`src/rtl/alu_pkg.sv`:
```
// ---------------------------------------------------------------------------
// alu_pkg
// Shared definitions for the ALU front-end sequencer: FSM state codes,
// BCD converter constants, the result-width helper and the operand digit
// split used for the 7-segment displays.
// ---------------------------------------------------------------------------
package alu_pkg;

    typedef enum logic [2:0] {
        ESPERA_A  = 3'd0,
        ESPERA_B  = 3'd1,
        EJECUTA   = 3'd2,
        CONVIERTE = 3'd3,
        MUESTRA   = 3'd4
    } estado_t;

    localparam int         BCD_DIGITS  = 3;
    localparam logic [3:0] ADD3_UMBRAL = 4'd5;

    // Result width for a given operand width.
    function automatic int res_w(input int bits);
        return 2 * bits;
    endfunction

    // Splits an operand (0..15) into {tens, units}.
    function automatic logic [7:0] digitos_operando(input logic [3:0] v);
        logic [3:0] dec;
        logic [3:0] uni;
        dec = (v >= 4'd10) ? 4'd1 : 4'd0;
        uni = (v >= 4'd10) ? (v - 4'd10) : v;
        return {dec, uni};
    endfunction

endpackage

```
`src/rtl/bin_a_bcd_serial.sv`:
```
// ---------------------------------------------------------------------------
// bin_a_bcd_serial
// Iterative double-dabble converter: one add-3/shift step per cycle over a
// {bcd[11:0], bin[RES_W-1:0]} shift register, RES_W steps per conversion.
// Ports:
//   clk, rst       clock, asynchronous active-high reset
//   inicio         load valor and start a conversion
//   valor          binary value to convert (sampled with inicio)
//   abortar        drop any conversion in flight and clear the digits
//   cen, dec, uni  registered BCD digits of the last completed conversion
//   fin            high during the final step; digits update at its edge
// ---------------------------------------------------------------------------
module bin_a_bcd_serial
    import alu_pkg::*;
#(
    parameter int RES_W = 8
) (
    input  logic             clk,
    input  logic             rst,
    input  logic             inicio,
    input  logic [RES_W-1:0] valor,
    input  logic             abortar,
    output logic [3:0]       cen,
    output logic [3:0]       dec,
    output logic [3:0]       uni,
    output logic             fin
);

    localparam int         SR_W   = 4 * BCD_DIGITS + RES_W;
    localparam logic [3:0] ULTIMO = 4'(RES_W - 1);

    logic [SR_W-1:0] sr_q, sr_d, sr_paso, sr_desp;
    logic [3:0]      cnt_q, cnt_d;
    logic            activo_q, activo_d;
    logic [3:0]      cen_q, cen_d, dec_q, dec_d, uni_q, uni_d;

    // One double-dabble step: correct every BCD nibble >= 5, then shift left.
    always_comb begin
        sr_paso = sr_q;
        for (int i = 0; i < BCD_DIGITS; i++) begin
            if (sr_q[RES_W + 4*i +: 4] >= ADD3_UMBRAL) begin
                sr_paso[RES_W + 4*i +: 4] = sr_q[RES_W + 4*i +: 4] + 4'd3;
            end else begin
                sr_paso[RES_W + 4*i +: 4] = sr_q[RES_W + 4*i +: 4];
            end
        end
        sr_desp = sr_paso << 1;
    end

    // Conversion control: abort beats start, start beats stepping.
    always_comb begin
        sr_d     = sr_q;
        cnt_d    = cnt_q;
        activo_d = activo_q;
        cen_d    = cen_q;
        dec_d    = dec_q;
        uni_d    = uni_q;
        if (abortar) begin
            sr_d     = '0;
            cnt_d    = 4'd0;
            activo_d = 1'b0;
            cen_d    = 4'd0;
            dec_d    = 4'd0;
            uni_d    = 4'd0;
        end else if (inicio) begin
            sr_d     = {{(4*BCD_DIGITS){1'b0}}, valor};
            cnt_d    = 4'd0;
            activo_d = 1'b1;
        end else if (activo_q) begin
            sr_d = sr_desp;
            if (cnt_q == ULTIMO) begin
                cnt_d    = 4'd0;
                activo_d = 1'b0;
                cen_d    = sr_desp[SR_W-1  -: 4];
                dec_d    = sr_desp[SR_W-5  -: 4];
                uni_d    = sr_desp[SR_W-9  -: 4];
            end else begin
                cnt_d = cnt_q + 4'd1;
            end
        end else begin
            sr_d = sr_q;
        end
    end

    // Converter state registers.
    always_ff @(posedge clk or posedge rst) begin
        if (rst) begin
            sr_q     <= '0;
            cnt_q    <= 4'd0;
            activo_q <= 1'b0;
            cen_q    <= 4'd0;
            dec_q    <= 4'd0;
            uni_q    <= 4'd0;
        end else begin
            sr_q     <= sr_d;
            cnt_q    <= cnt_d;
            activo_q <= activo_d;
            cen_q    <= cen_d;
            dec_q    <= dec_d;
            uni_q    <= uni_d;
        end
    end

    // fin is a decode of flops so the FSM can leave CONVIERTE on the same
    // edge that loads the digits.
    assign fin = activo_q && (cnt_q == ULTIMO) && !abortar;
    assign cen = cen_q;
    assign dec = dec_q;
    assign uni = uni_q;

endmodule

```
`src/rtl/alu_secuenciador.sv`:
```
// ---------------------------------------------------------------------------
// alu_secuenciador
// Front-end controller for the shared ALU: loads A, then B and the selector
// from one switch bank via cargar, holds them stable for the ALU, captures
// the result into a serial BCD converter and shows all digits.
// Ports:
//   clk, rst             clock, asynchronous active-high reset
//   dato, sel_in         switch inputs (operand value, operation selector)
//   cargar, cancelar     single-cycle load / abort pulses (cancelar wins)
//   op_a, op_b, op_sel   registered operands and selector to the ALU
//   alu_salida           combinational ALU result
//   bcd_a_*, bcd_b_*     operand tens/units
//   bcd_r_*              hundreds/tens/units of the last result
//   estado, ocupado, listo  status for LEDs
// ---------------------------------------------------------------------------
module alu_secuenciador
    import alu_pkg::*;
#(
    parameter int Bits = 4
) (
    input  logic                clk,
    input  logic                rst,
    input  logic [Bits-1:0]     dato,
    input  logic [Bits-1:0]     sel_in,
    input  logic                cargar,
    input  logic                cancelar,
    output logic [Bits-1:0]     op_a,
    output logic [Bits-1:0]     op_b,
    output logic [Bits-1:0]     op_sel,
    input  logic [2*Bits-1:0]   alu_salida,
    output logic [3:0]          bcd_a_dec,
    output logic [3:0]          bcd_a_uni,
    output logic [3:0]          bcd_b_dec,
    output logic [3:0]          bcd_b_uni,
    output logic [3:0]          bcd_r_cen,
    output logic [3:0]          bcd_r_dec,
    output logic [3:0]          bcd_r_uni,
    output logic [2:0]          estado,
    output logic                ocupado,
    output logic                listo
);

    localparam int RES_W = res_w(Bits);

    if (Bits < 2 || Bits > 4) begin : g_bits_fuera_de_rango
        $error("alu_secuenciador: Bits must be in 2..4");
    end

    estado_t         state_q, state_d;
    logic [Bits-1:0] op_a_q, op_a_d, op_b_q, op_b_d, op_sel_q, op_sel_d;
    logic [3:0]      a_dec_q, a_dec_d, a_uni_q, a_uni_d;
    logic [3:0]      b_dec_q, b_dec_d, b_uni_q, b_uni_d;
    logic            ocupado_q, ocupado_d, listo_q, listo_d;
    logic            inicio_s, abortar_s, fin_s;
    logic [7:0]      dig_dato_s;

    assign dig_dato_s = digitos_operando(4'(dato));

    // Next-state, operand capture and converter control.
    always_comb begin
        state_d   = state_q;
        op_a_d    = op_a_q;
        op_b_d    = op_b_q;
        op_sel_d  = op_sel_q;
        a_dec_d   = a_dec_q;
        a_uni_d   = a_uni_q;
        b_dec_d   = b_dec_q;
        b_uni_d   = b_uni_q;
        inicio_s  = 1'b0;
        abortar_s = 1'b0;
        if (cancelar) begin
            state_d   = ESPERA_A;
            op_a_d    = '0;
            op_b_d    = '0;
            op_sel_d  = '0;
            a_dec_d   = 4'd0;
            a_uni_d   = 4'd0;
            b_dec_d   = 4'd0;
            b_uni_d   = 4'd0;
            abortar_s = 1'b1;
        end else begin
            case (state_q)
                ESPERA_A, MUESTRA: begin
                    if (cargar) begin
                        op_a_d  = dato;
                        a_dec_d = dig_dato_s[7:4];
                        a_uni_d = dig_dato_s[3:0];
                        state_d = ESPERA_B;
                    end else begin
                        state_d = state_q;
                    end
                end
                ESPERA_B: begin
                    if (cargar) begin
                        op_b_d   = dato;
                        op_sel_d = sel_in;
                        b_dec_d  = dig_dato_s[7:4];
                        b_uni_d  = dig_dato_s[3:0];
                        state_d  = EJECUTA;
                    end else begin
                        state_d = state_q;
                    end
                end
                EJECUTA: begin
                    // Operands have been on the ALU for a full cycle here;
                    // the converter captures the result as it starts.
                    inicio_s = 1'b1;
                    state_d  = CONVIERTE;
                end
                CONVIERTE: begin
                    if (fin_s) begin
                        state_d = MUESTRA;
                    end else begin
                        state_d = state_q;
                    end
                end
                default: state_d = ESPERA_A;
            endcase
        end
        ocupado_d = (state_d == EJECUTA) || (state_d == CONVIERTE);
        listo_d   = (state_d == MUESTRA);
    end

    // Sequencer registers.
    always_ff @(posedge clk or posedge rst) begin
        if (rst) begin
            state_q   <= ESPERA_A;
            op_a_q    <= '0;
            op_b_q    <= '0;
            op_sel_q  <= '0;
            a_dec_q   <= 4'd0;
            a_uni_q   <= 4'd0;
            b_dec_q   <= 4'd0;
            b_uni_q   <= 4'd0;
            ocupado_q <= 1'b0;
            listo_q   <= 1'b0;
        end else begin
            state_q   <= state_d;
            op_a_q    <= op_a_d;
            op_b_q    <= op_b_d;
            op_sel_q  <= op_sel_d;
            a_dec_q   <= a_dec_d;
            a_uni_q   <= a_uni_d;
            b_dec_q   <= b_dec_d;
            b_uni_q   <= b_uni_d;
            ocupado_q <= ocupado_d;
            listo_q   <= listo_d;
        end
    end

    bin_a_bcd_serial #(
        .RES_W (RES_W)
    ) u_bcd (
        .clk     (clk),
        .rst     (rst),
        .inicio  (inicio_s),
        .valor   (alu_salida),
        .abortar (abortar_s),
        .cen     (bcd_r_cen),
        .dec     (bcd_r_dec),
        .uni     (bcd_r_uni),
        .fin     (fin_s)
    );

    assign op_a      = op_a_q;
    assign op_b      = op_b_q;
    assign op_sel    = op_sel_q;
    assign bcd_a_dec = a_dec_q;
    assign bcd_a_uni = a_uni_q;
    assign bcd_b_dec = b_dec_q;
    assign bcd_b_uni = b_uni_q;
    assign estado    = state_q;
    assign ocupado   = ocupado_q;
    assign listo     = listo_q;

endmodule

```
`config.mk`:
```
export PLATFORM = sky130hd
export DESIGN_NAME = alu_secuenciador
export DESIGN_NICKNAME = d
export VERILOG_FILES = /design/src/rtl/alu_pkg.sv /design/src/rtl/bin_a_bcd_serial.sv /design/src/rtl/alu_secuenciador.sv
export SDC_FILE = /design/constraint.sdc
export NUM_CORES = 1
export LEC_CHECK = 0
export CORE_ASPECT_RATIO = 0.9
export CORE_MARGIN = 8
export CORE_UTILIZATION = 55
export DETAILED_ROUTE_END_ITERATION = 16
export GPL_ROUTABILITY_DRIVEN = 0
export PLACE_DENSITY = 0.85
export SYNTH_ARGS = -nofsm -noshare
export SYNTH_HDL_FRONTEND = slang
export SYNTH_SLANG_ARGS = --single-unit
```
`constraint.sdc`:
```
create_clock -name clk -period 5.4 [get_ports clk]
set_clock_uncertainty 0.2 [all_clocks]
set_input_delay 1.62 -clock clk [delete_from_list [all_inputs] [get_ports clk]]
set_output_delay 1.62 -clock clk [all_outputs]
set_load 0.02 [all_outputs]
```
==> results.json, run 1 <==
{
  "period_share": 0.626,
  "grtUsageTotal": 0.185,
  "yosys.cell_count.top_type": "dfrtp_1",
  "core_area_um2": 5290,
  "die_area_um2": 8180,
  "dr.pass1.iters": 4,
  "grt_overflow": 0,
  "path_class": "reg2out",
  "initial_core_util": 0.576,
  "max_stage_delay_ns": 0.68,
  "cp-start-kind": "flip-flop",
  "yosys_warnings": 0,
  "worstHoldStart": "op_sel[1]",
  "vias_per_cell": 5.52,
  "path_clk_slew_ns": 0.07,
  "syn_to_final_growth_pct": 26.1,
  "cts.sinks": 62,
  "final_nets": 390,
  "holdBufCountCts": 0,
  "netlist-cell-type-count": 37,
  "ys_ff_latch": 62,
  "tightest_slew_ns": 0.845,
  "num_rows": 25,
  "synthFlopType": "dfrtp_1",
  "rsz0062_at_grt": "no",
  "holdPathStages": 2,
  "hp-class": "reg2reg",
  "wl_per_cell_um": 16.5,
  "drive_gt1_frac": 0.0817,
  "yosysSeqAreaShare": 0.509,
  "fin_cells": 434,
  "critPathTopFamily": "buffers and inverters",
  "end_kind": "output pin",
  "cap_violations": 0,
  "synth_top_area_cell": "dfrtp_1",
  "die_h_um": 86.6,
  "antenna_found_initial": 0,
  "slew-limit-headroom": 0.436,
  "setup_viol": 0,
  "crit_cells": 1,
  "syn_area_per_cell_um2": 9.83,
  "dp_hpwl_mm": 4.95,
  "peakVddDrop_mv": 0.187,
  "cts_resized": 0,
  "grt_pass1_vias": 2425,
  "io_pins": 65,
  "pre_cts_ws_ns": 1.96,
  "synthTopCellsByCount": "62 x dfrtp_1, 33 x a21oi_1, 33 x nand2_1",
  "finalWirelength_mm": 7.16,
  "ant_nets": 0,
  "synth.top_cell.area_share": 0.509,
  "cts_tree": "yes",
  "multi_input_area_um2": 1340,
  "worstPathRequired_ns": 3.58,
  "worst_hold_slack_ns": 0.322,
  "cp_max_fo": 9,
  "finalHoldViolCount": 0,
  "fp.dieW_um": 94.5,
  "drt-initial-drc-count": 147,
  "fmax_mhz": 296,
  "power_density_nw_per_um2": 309,
  "crit_chain": "clkdlybuf4s50_1",
  "setup-tns-final_ns": 0,
  "synth_area_leaders": "dfrtp_1 51%, a21oi_1 5.4%, nand2_1 4.1%",
  "diodes": 0,
  "ff_latch_area_um2": 1550,
  "async_reset_ff_frac": 1.00,
  "rr_worst_depth": 5,
  "postCtsSetupRepairBufs": 0,
  "grt_pass1_wl_mm": 11.9,
  "status": "complete, no violations",
  "vias": 2396,
  "critPathArrivalTime_ns": 1.56,
  "cpMaxStageDelayCell": "clkdlybuf4s50_1",
  "cts_buffer_depth": 2,
  "drv_slew": 0,
  "grt_max_degree": 42,
  "drc_errors": 0,
  "clock-root-buffer": "clkbuf_8",
  "fin_ws_ns": 2.02,
  "place_inst": 418,
  "synth_edf_count": 0,
  "syn_area_um2": 3050,
  "io_buffers": 58,
  "p_leak_nw": 1.58,
  "numCtsBuffers": 9,
  "n_fill_cell": 383,
  "regToRegStartpoint": "u_bcd.activo_q",
  "cts_max_level": 3,
  "worst-path-buf-inv": 1,
  "period_minus_slack_ns": 3.38,
  "crit_path_start": "estado[2]",
  "worstSkewPairLatency_ns": 0.35,
  "postSynthCellCount": 310
}
==> worst reg2reg max path: cells and delay by family (launching register included) <==
family | cells | cell delay [ns]
buffers and inverters | 1 | 0.34
DFF | 1 | 0.34
muxes | 1 | 0.26
and+or+nand+nor | 3 | 1.10
==> path summary, 6_finish.rpt <==
check                                    end  slack (ns)
worst max-delay path               estado[2]        2.02
worst min-delay path               op_sel[1]        0.32
worst max register to register  u_bcd.uni[0]        3.03
worst min register to register     op_sel[1]        0.32
max in group asynchronous       u_bcd.dec[0]        2.62
min in group asynchronous            op_a[2]        1.56
==> sequential cells by signal (all words and copies together), names as in the netlist, 4 cells and up <==
name and cells:
u_bcd.dec 4, u_bcd.sr_q 20, u_bcd.cen 4, op_a 4
op_sel 4, u_bcd.uni 4, u_bcd.cnt_q 4, op_b 4
==> layout make-up <==
class | count | area share
inverter | 10 | 0.00977
multi-input combinational | 218 | 0.348
tap | 67 | 0.0218
timing repair buffer | 61 | 0.156
clock inverter | 3 | 0.0169
sequential | 62 | 0.404
clock buffer | 13 | 0.0440
==> per-stage QoR <==
stage | instance area, um2 | util | power (mW)
CTS | 3840 | 0.727 | 1.20
detailed placement | 3610 | 0.683 | 0.720
global route | 3840 | 0.727 | 1.24
global placement | 3610 | 0.683 | 0.714
floorplan | 3070 | - | 0.650
finish | 3840 | 0.727 | 1.19
==> metal layers <==
| metal | track usage | wire (um) |
|---|---|---|
| met3 | 0.0674 | 494 |
| met4 | 0.0581 | 108 |
| met1 | 0.228 | 3000 |
| met2 | 0.292 | 3560 |
| met5 | 0 | 0 |
==> layout by cell type (no fill, tap or decap), types with 4 or more instances in the layout <==
master | Yosys | routed
a211oi_2 | 4 | 4
conb_1 | 1 | 6
clkbuf_8 | 0 | 12
nand2b_1 | 18 | 18
nor3b_1 | 5 | 5
mux2i_1 | 10 | 10
o21ai_0 | 10 | 10
clkdlybuf4s50_1 | 0 | 57
nor2_1 | 28 | 28
a21oi_1 | 33 | 33
o22ai_1 | 10 | 10
dfrtp_1 | 62 | 62
a211oi_1 | 15 | 15
nand2_1 | 33 | 33
inv_1 | 10 | 9
nand3b_1 | 8 | 8
ha_1 | 8 | 8
==> cells by family after synthesis <==
| kind of cell | after synthesis | synth area share |
|---|---|---|
| other | 1 | 0.00123 |
| AOI/OAI and AO/OA | 80 | 0.164 |
| muxes | 13 | 0.0439 |
| and+or+nand+nor | 107 | 0.179 |
| buffers and inverters | 35 | 0.0579 |
| DFF | 62 | 0.509 |
| adders and majority gates | 8 | 0.0329 |
| xor gates and xnor gates | 4 | 0.0115 |
==> report_power, final <==
group	internal (mW)	total (mW)	leakage [nW]	switching, mW
combinational	0.0834	0.200	0.601	0.116
clock	0.297	0.476	0.120	0.179
sequential	0.491	0.512	0.855	0.0216
Power figures use the tool's default switching activity.
==> run 2, diff against run 1 <==
--- a/config.mk
+++ b/config.mk
@@ -7,10 +7,10 @@
 export LEC_CHECK = 0
 export CORE_ASPECT_RATIO = 0.9
 export CORE_MARGIN = 8
-export CORE_UTILIZATION = 55
+export CORE_UTILIZATION = 46
 export DETAILED_ROUTE_END_ITERATION = 16
 export GPL_ROUTABILITY_DRIVEN = 0
-export PLACE_DENSITY = 0.85
+export PLACE_DENSITY = 0.76
 export SYNTH_ARGS = -nofsm -noshare
 export SYNTH_HDL_FRONTEND = slang
 export SYNTH_SLANG_ARGS = --single-unit
==> constraint.sdc (replaced) <==
create_clock -name clk -period 2.7 [get_ports clk]
set_clock_uncertainty 0.2 [all_clocks]
set_input_delay 0.81 -clock clk [delete_from_list [all_inputs] [get_ports clk]]
set_output_delay 0.81 -clock clk [all_outputs]
set_load 0.02 [all_outputs]
==> results.json, run 2 (synthesized netlist as in run 1, its figures left out) <==
{
  "path_class": "reg2out",
  "grt_pass1_vias": 2450,
  "final_cell_mix": "62 x dfrtp_1, 57 x clkdlybuf4s50_1, 33 x nand2_1, 33 x a21oi_1, 28 x nor2_1",
  "grtUsageMet2": 0.241,
  "dr.pass1.iters": 4,
  "grt_pass1_wl_mm": 12.0,
  "p_leak_nw": 1.59,
  "grt_max_degree": 34,
  "cts_resized": 0,
  "tightest_slew_ns": 0.502,
  "io_buffers": 58,
  "worstSkewPairLatency_ns": 0.34,
  "final_common_cell": "dfrtp_1",
  "reg2reg_to": "u_bcd.uni[0]",
  "drive_gt1_frac": 0.0941,
  "grt_use_met3": 0.0624,
  "holdBufCountCts": 0,
  "cpMaxStageDelayCell": "clkdlybuf4s50_1",
  "status": "complete, no violations",
  "end_kind": "output pin",
  "grtUsageTotal": 0.161,
  "crit_end": "estado[2]",
  "hp-class": "reg2reg",
  "power_density_nw_per_um2": 581,
  "dp_hpwl_mm": 5.01,
  "path_clk_slew_ns": 0.07,
  "diodes": 0,
  "clock-root-buffer": "clkbuf_8",
  "vias_per_cell": 5.25,
  "drv_slew": 0,
  "core_area_um2": 6480,
  "pre_cts_ws_ns": 0.236,
  "die_h_um": 93.2,
  "crit_chain": "clkdlybuf4s50_1",
  "period_share": 0.951,
  "io_pins": 65,
  "die_area_um2": 9490,
  "vias": 2424,
  "rrSetupSlack_ns": 0.59,
  "finalWirelength_mm": 7.02,
  "worst-path-buf-inv": 1,
  "worst_hold_slack_ns": 0.322,
  "grt_overflow": 0,
  "wl_per_cell_um": 15.2,
  "cp-start-kind": "flip-flop",
  "fin_ws_ns": 0.132,
  "crit_path_start": "estado[2]",
  "period_minus_slack_ns": 2.57,
  "regMostFlops": "u_bcd.sr_q",
  "grtUsageMet1": 0.206,
  "initial_core_util": 0.470,
  "crit_cells": 1,
  "max_stage_delay_ns": 0.70,
  "cap_violations": 0,
  "drc_errors": 0,
  "rsz0062_at_grt": "no",
  "cts.sinks": 62,
  "fin_total_pwr_mw": 2.25,
  "cts_tree": "yes",
  "setup-tns-final_ns": 0,
  "peakVddDrop_mv": 0.529,
  "worstHoldStart": "op_sel[1]",
  "critPathArrivalTime_ns": 1.56,
  "regToRegStartpoint": "u_bcd.cnt_q[0]",
  "postCtsSetupRepairBufs": 0,
  "fin_area_um2": 3870,
  "syn_to_final_growth_pct": 27.2,
  "antenna_found_initial": 0,
  "critPathTopFamily": "buffers and inverters",
  "final_nets": 395,
  "setup_viol": 0,
  "drt-initial-drc-count": 182,
  "post_dp_cell_area_um2": 3670,
  "worstPathRequired_ns": 1.69,
  "rr_worst_depth": 6,
  "cts_buffer_depth": 2,
  "fmax_mhz": 389,
  "busiest_layer": "met2",
  "num_rows": 28,
  "largest_reg_flops": 20,
  "numCtsBuffers": 9,
  "cts_max_level": 3,
  "cp_max_fo": 9,
  "fp.dieW_um": 102,
  "finalHoldViolCount": 0,
  "ant_nets": 0,
  "slew-limit-headroom": 0.666
}
run 2: cell count changes in the layout (fill, tap and decap cells not counted):
cell       delta
clkbuf_8      -1
clkinv_2      +2
bufinv_16     -1
buf_4         +5
run 2: how the worst min path moves through the flow:
| stage | to | slack, ns | depth (start not counted) |
|---|---|---|---|
| 2_1_floorplan | u_bcd.uni[0] | 0.31 | 2 |
| 3_3_place_gp | bcd_a_uni[3] | 0.30 | 2 |
| 3_5_place_dp | bcd_a_uni[2] | 0.31 | 2 |
| 4_1_cts | op_sel[1] | 0.32 | 2 |
| 5_1_grt | op_sel[1] | 0.34 | 2 |
| 6_report | op_sel[1] | 0.32 | 2 |
run 2: power breakdown:
part	internal [mW]	leakage [nW]	total [mW]	switching, mW
logic	0.173	0.626	0.407	0.233
clock network	0.472	0.106	0.818	0.346
registers	0.981	0.855	1.02	0.0432
total	1.63	1.59	2.25	0.623
run 2: layout make-up:
| class | instances | area (um2) |
|---|---|---|
| clock buffers | 12 | 155 |
| fillers | 556 | 2610 |
| multi-input cells | 218 | 1340 |
| clock inverters | 4 | 45.0 |
| well taps | 90 | 113 |
| repair buffers | 66 | 636 |
| flip-flops and latches | 62 | 1550 |
| inverters | 10 | 37.5 |
run 2: worst min-delay path: cells and delay by family (launching register included):
kind            cells  cell delay, ns
flops               1            0.37
compound gates      1            0.06
simple gates        1            0.05
run 2: per-stage QoR:
stage | utilization | std cells
finish | 0.598 | 462
global route | 0.598 | 462
CTS | 0.598 | 462
detailed placement | 0.567 | 446
global placement | 0.567 | 446
floorplan | - | 315
run 2: routing by layer:
layer / share of wire / wire [um]
met5: 0 / 0
met4: 0.019 / 131
met3: 0.053 / 372
met2: 0.46 / 3260
met1: 0.46 / 3250
==> run 3, diff against run 2 <==
--- a/config.mk
+++ b/config.mk
@@ -8,9 +8,11 @@
 export CORE_ASPECT_RATIO = 0.9
 export CORE_MARGIN = 8
 export CORE_UTILIZATION = 46
+export CTS_CLUSTER_SIZE = 12
 export DETAILED_ROUTE_END_ITERATION = 16
 export GPL_ROUTABILITY_DRIVEN = 0
 export PLACE_DENSITY = 0.76
+export REMOVE_ABC_BUFFERS = 1
 export SYNTH_ARGS = -nofsm -noshare
 export SYNTH_HDL_FRONTEND = slang
 export SYNTH_SLANG_ARGS = --single-unit
==> results.json, run 3 (synthesized netlist as in run 1, its figures left out) <==
{
  "dr.pass1.iters": 4,
  "period_minus_slack_ns": 2.52,
  "n_fill_cell": 551,
  "worstSkewPairLatency_ns": 0.33,
  "rr_worst_depth": 6,
  "cts.sinks": 62,
  "ant_nets": 0,
  "vias": 2433,
  "worstPathRequired_ns": 1.69,
  "internal_power_mw": 1.55,
  "path_class": "reg2out",
  "io_buffers": 58,
  "switching_power_mw": 0.607,
  "critPathTopFamily": "buffers and inverters",
  "holdPathStages": 2,
  "pwr-share-clk": 0.337,
  "max_stage_delay_ns": 0.67,
  "fin_util": 0.597,
  "grt_max_degree": 38,
  "wl_per_cell_um": 15.3,
  "worst_hold_slack_ns": 0.319,
  "cap_violations": 0,
  "fmax_mhz": 396,
  "worstHoldStart": "op_sel[3]",
  "grtUsageTotal": 0.155,
  "rsz0062_at_grt": "no",
  "ff_latch_area_um2": 1550,
  "clock-root-buffer": "clkbuf_8",
  "grt_pass1_wl_mm": 11.8,
  "postCtsSetupRepairBufs": 0,
  "io_pins": 65,
  "cts_tree": "yes",
  "path_clk_slew_ns": 0.06,
  "regToRegStartpoint": "u_bcd.cnt_q[0]",
  "multi_input_area_um2": 1340,
  "cts_resized": 0,
  "power_frac_comb": 0.188,
  "crit_chain": "clkdlybuf4s50_1",
  "dp_hpwl_mm": 5.02,
  "numCtsBuffers": 9,
  "end_kind": "output pin",
  "core_area_um2": 6480,
  "initial_core_util": 0.470,
  "drc_errors": 0,
  "final_nets": 394,
  "critPathArrivalTime_ns": 1.51,
  "reg2reg_to": "u_bcd.uni[0]",
  "finalHoldViolCount": 0,
  "holdBufCountCts": 0,
  "rrSetupSlack_ns": 0.79,
  "vias_per_cell": 5.30,
  "setup_viol": 0,
  "die_area_um2": 9490,
  "largest_reg_flops": 20,
  "post_dp_cell_area_um2": 3690,
  "peakVddDrop_mv": 0.261,
  "final_cell_mix": "62 x dfrtp_1, 57 x clkdlybuf4s50_1, 33 x nand2_1, 33 x a21oi_1, 28 x nor2_1",
  "grt_pass1_vias": 2469,
  "finalWirelength_mm": 7.01,
  "cts_buffer_depth": 2,
  "p_sw_frac": 0.281,
  "tightest_slew_ns": 0.543,
  "final_common_cell": "dfrtp_1",
  "status": "complete, no violations",
  "cts_max_level": 3,
  "cp_max_fo": 9,
  "diodes": 0,
  "fp.dieW_um": 102,
  "syn_to_final_growth_pct": 26.9,
  "p_leak_nw": 1.58,
  "worst-path-buf-inv": 1,
  "hp-class": "reg2reg",
  "hold_end": "op_sel[3]",
  "cpMaxStageDelayCell": "clkdlybuf4s50_1",
  "slew-limit-headroom": 0.638,
  "period_share": 0.934,
  "regMostFlops": "u_bcd.sr_q",
  "grt_overflow": 0,
  "fin_area_um2": 3870,
  "num_rows": 28,
  "setup-tns-final_ns": 0,
  "drv_slew": 0,
  "cp-start-kind": "flip-flop",
  "power_density_nw_per_um2": 559,
  "drive_gt1_frac": 0.0867,
  "drt-initial-drc-count": 118,
  "seqPwrFrac": 0.475,
  "antenna_found_initial": 0,
  "die_h_um": 93.2
}
==> run 3: cell types whose count changed in the layout (fill, tap and decap cells not counted) <==
cell	delta
buf_12	+2
buf_4	-3
bufinv_16	-1
clkbuf_8	+1
clkinv_2	-2
==> run 3: power by group through the flow <==
| stage | logic [mW] | clock network (mW) | registers (mW) |
|---|---|---|---|
| floorplan | 0.188 | 0 | 1.08 |
| global placement | 0.399 | 0 | 1.04 |
| detailed placement | 0.410 | 0 | 1.04 |
| CTS | 0.411 | 0.743 | 1.02 |
| global route | 0.449 | 0.789 | 1.03 |
| finish | 0.407 | 0.728 | 1.03 |
==> run 3: how the worst max path moves through the flow <==
stage              start           end  slack, ns  cells past startpoint
5_1_grt        estado[2]     estado[2]       0.11                      1
3_3_place_gp     dato[1]  bcd_a_uni[2]       0.30                      5
4_1_cts        estado[2]     estado[2]       0.16                      1
3_5_place_dp     dato[1]  bcd_a_uni[2]       0.22                      5
2_1_floorplan        rst  bcd_a_dec[0]       0.15                      1
6_report       estado[2]     estado[2]       0.18                      1
==> run 3: cell type report <==
| type | instances | share of cell area |
|---|---|---|
| Inverter | 10 | 0.00971 |
| Tap cell | 90 | 0.0291 |
| Sequential cell | 62 | 0.401 |
| Clock buffer | 13 | 0.0437 |
| Timing Repair Buffer | 65 | 0.169 |
| Clock inverter | 1 | 0.00129 |
| Multi-Input combinational cell | 218 | 0.346 |
==> run 3: per-layer routing <==
layer,wire length (um),global-route usage,vias up
met4,104,0.0781,0
met5,0,0,-
met3,298,0.0245,9
li1,-,-,1179
met1,3160,0.196,1195
met2,3440,0.251,50
==> run 3: stage by stage <==
stage | worst slack, ns | total power, mW | instances
detailed placement | 0.217 | 1.45 | 445
global placement | 0.300 | 1.44 | 445
finish | 0.177 | 2.16 | 459
global route | 0.110 | 2.27 | 459
floorplan | 0.149 | 1.27 | 290
CTS | 0.159 | 2.18 | 459
